## src/rtl/risc_alu_if.sv

```systemverilog
// risc_alu_if: operand/result bundle between the RISC datapath and its ALU.
//   Ain, Bin : operands from the A-side and B-side source muxes
//   ALUop    : operation select (00 add, 01 sub, 10 and, 11 not-B)
//   loads    : status register load enable
//   out, Z   : combinational result and zero flag
//   status   : registered {V,N,Z}
// master drives the operands, slave (the ALU) drives the results.
interface risc_alu_if #(
    parameter int unsigned WIDTH = 16
);
    logic [WIDTH-1:0] Ain;
    logic [WIDTH-1:0] Bin;
    logic [1:0]       ALUop;
    logic             loads;
    logic [WIDTH-1:0] out;
    logic             Z;
    logic [2:0]       status;

    modport master (
        output Ain, Bin, ALUop, loads,
        input  out, Z, status
    );

    modport slave (
        input  Ain, Bin, ALUop, loads,
        output out, Z, status
    );
endinterface

```

## src/rtl/risc_alu.sv

```systemverilog
// risc_alu: WIDTH-bit ALU for the simple RISC datapath.
//   clk   : rising-edge clock for the status register
//   reset : asynchronous active-high clear of the status register
//   bus   : risc_alu_if slave port (Ain, Bin, ALUop, loads in;
//           out, Z, status out)
// out and Z are purely combinational. status = {V,N,Z} is captured
// on a rising clk edge when loads is high and is unaffected otherwise.
module risc_alu #(
    parameter int unsigned WIDTH = 16
) (
    input  logic        clk,
    input  logic        reset,
    risc_alu_if.slave   bus
);
    typedef enum logic [1:0] {
        OP_ADD = 2'b00,
        OP_SUB = 2'b01,
        OP_AND = 2'b10,
        OP_NOT = 2'b11
    } alu_op_e;

    alu_op_e          w_op;
    logic [WIDTH-1:0] w_out;
    logic             w_z;
    logic             w_nn;
    logic             w_vn;
    logic             w_a_msb;
    logic             w_b_msb;
    logic             w_o_msb;
    logic [2:0]       r_status;

    assign w_op = alu_op_e'(bus.ALUop);

    always_comb begin
        w_out = '0;
        case (w_op)
            OP_ADD:  w_out = bus.Ain + bus.Bin;
            OP_SUB:  w_out = bus.Ain - bus.Bin;
            OP_AND:  w_out = bus.Ain & bus.Bin;
            OP_NOT:  w_out = ~bus.Bin;
            default: w_out = '0;
        endcase
    end

    assign w_z     = (w_out == '0);
    assign w_nn    = w_out[WIDTH-1];
    assign w_a_msb = bus.Ain[WIDTH-1];
    assign w_b_msb = bus.Bin[WIDTH-1];
    assign w_o_msb = w_out[WIDTH-1];

    // Signed overflow: add overflows when like-signed operands give a
    // result of the other sign; sub when unlike-signed operands do.
    always_comb begin
        w_vn = 1'b0;
        case (w_op)
            OP_ADD:  w_vn = (w_a_msb == w_b_msb) && (w_o_msb != w_a_msb);
            OP_SUB:  w_vn = (w_a_msb != w_b_msb) && (w_o_msb != w_a_msb);
            default: w_vn = 1'b0;
        endcase
    end

    always_ff @(posedge clk or posedge reset) begin
        if (reset) begin
            r_status <= '0;
        end else if (bus.loads) begin
            r_status <= {w_vn, w_nn, w_z};
        end
    end

    assign bus.out    = w_out;
    assign bus.Z      = w_z;
    assign bus.status = r_status;
endmodule

```

## src/flat_wrapper.sv

```systemverilog
// flat-port wrapper written by rule: the top's interface ports become plain ports
module risc_alu_flat 
#(
    parameter int unsigned WIDTH = 16
)
  (clk, reset, bus_Ain, bus_Bin, bus_ALUop, bus_loads, bus_out, bus_Z, bus_status);
  risc_alu_if #(.WIDTH(WIDTH)) bus_i ();
  input  logic clk;
  input  logic reset;
  input wire logic [$bits(bus_i.Ain)-1:0] bus_Ain;
  input wire logic [$bits(bus_i.Bin)-1:0] bus_Bin;
  input wire logic [$bits(bus_i.ALUop)-1:0] bus_ALUop;
  input wire logic [$bits(bus_i.loads)-1:0] bus_loads;
  output wire logic [$bits(bus_i.out)-1:0] bus_out;
  output wire logic [$bits(bus_i.Z)-1:0] bus_Z;
  output wire logic [$bits(bus_i.status)-1:0] bus_status;
  assign bus_i.Ain = bus_Ain;
  assign bus_i.Bin = bus_Bin;
  assign bus_i.ALUop = bus_ALUop;
  assign bus_i.loads = bus_loads;
  assign bus_out = bus_i.out;
  assign bus_Z = bus_i.Z;
  assign bus_status = bus_i.status;
  risc_alu #(.WIDTH(WIDTH)) u_core (.clk(clk), .reset(reset), .bus(bus_i));
endmodule
```

## config.mk

```make
export PLATFORM = sky130hd
export DESIGN_NAME = risc_alu_flat
export DESIGN_NICKNAME = d
export VERILOG_FILES = /design/src/rtl/risc_alu_if.sv /design/src/rtl/risc_alu.sv /design/src/flat_wrapper.sv
export SDC_FILE = /design/constraint.sdc
export NUM_CORES = 1
export LEC_CHECK = 0
export BUFFER_PORTS_ARGS = -buffer_cell sky130_fd_sc_hd__buf_2
export CAP_MARGIN = 20
export CORE_UTILIZATION = 49
export CTS_CLUSTER_DIAMETER = 100
export DETAILED_ROUTE_END_ITERATION = 10
export GPL_ROUTABILITY_DRIVEN = 0
export PLACE_DENSITY = 0.79
export SYNTH_ARGS = -nofsm -noshare
export SYNTH_HDL_FRONTEND = slang
export SYNTH_SLANG_ARGS = --single-unit
```

## constraint.sdc

```tcl
create_clock -name clk -period 3.8 [get_ports clk]
set_clock_uncertainty 0.1 [all_clocks]
set_input_delay 0.38 -clock clk [delete_from_list [all_inputs] [get_ports clk]]
set_output_delay 0.38 -clock clk [all_outputs]
set_load 0.02 [all_outputs]
```

==> flow_summary.yaml <==
outcome:
  outcome: "finished with violations"
  violations: "negative setup slack"
critical_path:
  startpoint: "bus_Bin[2]"
  crit_type: "input pin to output port"
  path_cells: "buf_2 -> or4_4 -> nor4_4 -> a21oi_1 -> xnor2_1 -> ha_1 -> a211o_1 -> a21oi_2 -> o21a_1 -> o31ai_1 -> nor4_2 -> nand4_1 -> nor3_4 -> buf_4"
  reg2reg_setup_slack_ns: 2.97
  r2r_end: "u_core.bus.status[1]"
  crit_end: "bus_Z"
  cp.depth: 14
  path_buf_inv: 2
  crit_required_ns: 3.32
  ff2ff_path_depth: 1
  slowest_stage: "or4_4"
  reg2reg_from: "u_core.bus.status[1]"
  end_kind: "output port"
  crit_fanout: 5
  worst_setup_path_start_kind: "input pin"
  crit_arrival_ns: 3.44
  cp_top_family: "simple AND/OR/NAND/NOR gates"
  max_stage_delay_ns: 0.55
synth:
  syn_area_per_cell_um2: 7.071
  synthFlopType: "dfrtp_1"
  synth_cells: 281
  synthArstFlopShare_pct: 100.0
  yosys_warnings: 0
  synth-edff-count: 0
  netlist_area_um2: 1987
  synth_nets: 337
  synth-seq-area-share_pct: 3.778
  ys_ff_latch: 3
  synth_cell_types: 68
drt:
  drt_pass1_iterations: 4
  wl_um: 5864
  wire_per_inst_um: 14.34
  viasPerCell: 5.822
  drcViolationCount: 0
  drt-initial-drc-count: 119
  ant_nets: 0
  dr_total_vias: 2381
layout:
  layout-drive-gt1-share_pct: 34.63
  fin_util_pct: 69.08
  area.growth.synth_to_final_pct: 31.11
  multi_input_area_um2: 1818
  nets: 418
  layout_commonest_cell: "buf_2"
  stdcell_count: 409
  seq_area_um2: 75.07
  diodes: 0
  n_fill_cell: 328
  mostFrequentLayoutCells: "55 x buf_2, 36 x buf_4, 31 x nand2_1"
  largest_reg_flops: 3
hold_path:
  hp-class: "input pin to register"
floorplanning:
  ios: 57
  start_util_pct: 52.69
  dieArea_um2: 4314
  die_y_um: 65.68
  core_area_um2: 3771
  die_w_um: 65.68
  rows: 22
global_route:
  grt_pass1_wl_um: 9604
  first_global_vias: 2033
  grt_max_degree: 22
  antenna_found_initial: 0
  grt_remaining_overflow: 0
  grt.total_usage_pct: 28.41
sta:
  tightest_slew_ns: 0.4601
  hold_violations: 0
  maxSlewViolCount: 0
  rsz0062_at_grt: "true"
  period_needed_ns: 3.924
  period_share_pct: 103.3
  relSlewSlack_pct: 69.14
  whs_ns: 0.3365
  max_freq_ghz: 0.2548
  setup_tns_ns: -0.1244
  setup_slack_ns: -0.1244
  finalSetupViolCount: 1
pwr:
  peakVddDrop_uv: 94.85
  powerDensity_nw_per_um2: 264.2
  power_mw: 0.6882
  p_leak_nw: 1.213
placement:
  placed_cells: 404
  dp_hpwl_um: 4812
  numPortBuffers: 56
flow_run:
  max_cap_violations: 0
cts:
  clkSinkCount: 3
  cts_root_buf: "clkbuf_8"
  path_clk_slew_ns: 0.04
  clk_path_buf_depth: 2
  cts_tree: "built"
  h-tree-depth: 1
  worstSkewPairLatency_ns: 0.22
  cts_inserted_buffers: 3
==> synthesized netlist by cell type (all sizes together) (2+ instances only) <==
master / instances / area share (%)
o211ai: 3 / 1.1
a31o: 2 / 0.88
or4: 2 / 1.0
o22ai: 4 / 1.3
nand2b: 6 / 1.9
nor4: 4 / 2.3
nor3b: 2 / 0.76
o31ai: 4 / 1.5
mux2: 2 / 1.1
a211oi: 5 / 1.9
nor2b: 6 / 1.9
xor2: 8 / 3.5
a21o: 4 / 1.5
o2111ai: 2 / 0.88
and3: 4 / 1.3
mux2i: 4 / 2.0
and2: 2 / 0.63
a32oi: 2 / 1.3
xnor2: 16 / 7.1
buf: 6 / 2.5
dfrtp: 3 / 3.8
nor4b: 2 / 1.6
nor2: 16 / 3.4
o21a: 5 / 1.9
clkbuf: 10 / 2.3
nand2: 31 / 5.9
o211a: 3 / 1.5
nor3: 4 / 1.0
inv: 13 / 2.6
o21ai: 24 / 6.8
o31a: 2 / 0.94
nand3b: 6 / 2.3
nand4: 2 / 0.63
a221oi: 2 / 0.88
a31oi: 7 / 2.2
ha: 18 / 11
a21oi: 18 / 4.5
nand3: 14 / 3.5
==> cells by family after synthesis <==
| kind of cell | Yosys count | share of synthesized area (%) |
|---|---|---|
| multiplexers | 6 | 3.149 |
| XOR/XNOR | 24 | 10.58 |
| buffers and inverters | 29 | 7.367 |
| AO/OA/AOI/OAI | 95 | 33.06 |
| flip-flops | 3 | 3.778 |
| adder cells (fa/ha/maj) | 19 | 12.34 |
| AND/OR/NAND/NOR | 105 | 29.72 |
==> power breakdown <==
group          internal, mW  total, mW  switching [mW]
combinational         0.243      0.554           0.311
sequential           0.0361     0.0378         0.00168
clock                0.0718     0.0961          0.0243
==> how the worst min path moves through the flow <==
stage	to	cells past startpoint	startpoint
2_1_floorplan	u_core.bus.status[0]	1	reset
3_3_place_gp	u_core.bus.status[0]	2	reset
3_5_place_dp	u_core.bus.status[0]	2	reset
4_1_cts	u_core.bus.status[2]	2	bus_loads
5_1_grt	u_core.bus.status[2]	2	bus_loads
6_report	u_core.bus.status[2]	2	bus_loads
==> cell type report <==
cell class | count | area share (%)
Clock buffer | 4 | 1.729
Inverter | 13 | 1.969
Multi-Input combinational cell | 249 | 69.79
Sequential cell | 3 | 2.882
Tap cell | 48 | 2.305
Timing Repair Buffer | 92 | 21.33
==> metrics by stage <==
step           setup slack, ns  cell area (µm²)
5_1_grt                -0.2777             2605
3_3_place_gp          -0.09721             2512
3_5_place_dp           -0.1787             2512
6_report               -0.1244             2605
2_1_floorplan         0.001521             2006
4_1_cts               -0.09959             2581
==> routing by layer <==
layer | vias to the layer above | track usage (%) | wire length [µm]
met5 | - | 0 | 0
met4 | 0 | 10.60 | 80
met3 | 9 | 1.215 | 394
met2 | 95 | 42.98 | 2613
met1 | 1067 | 41.65 | 2775
li1 | 1210 | - | -
==> timing repair <==
action | 4_1_cts | 5_1_grt
pin swaps | 0 | 1
setup buffers | 0 | 0
resized for setup | 3 | 7
hold buffers | 1 | 0
hold endpoints to repair | 3 | 0
setup endpoints to repair | 2 | 5
Note: power is estimated with default switching activity, not from simulation.
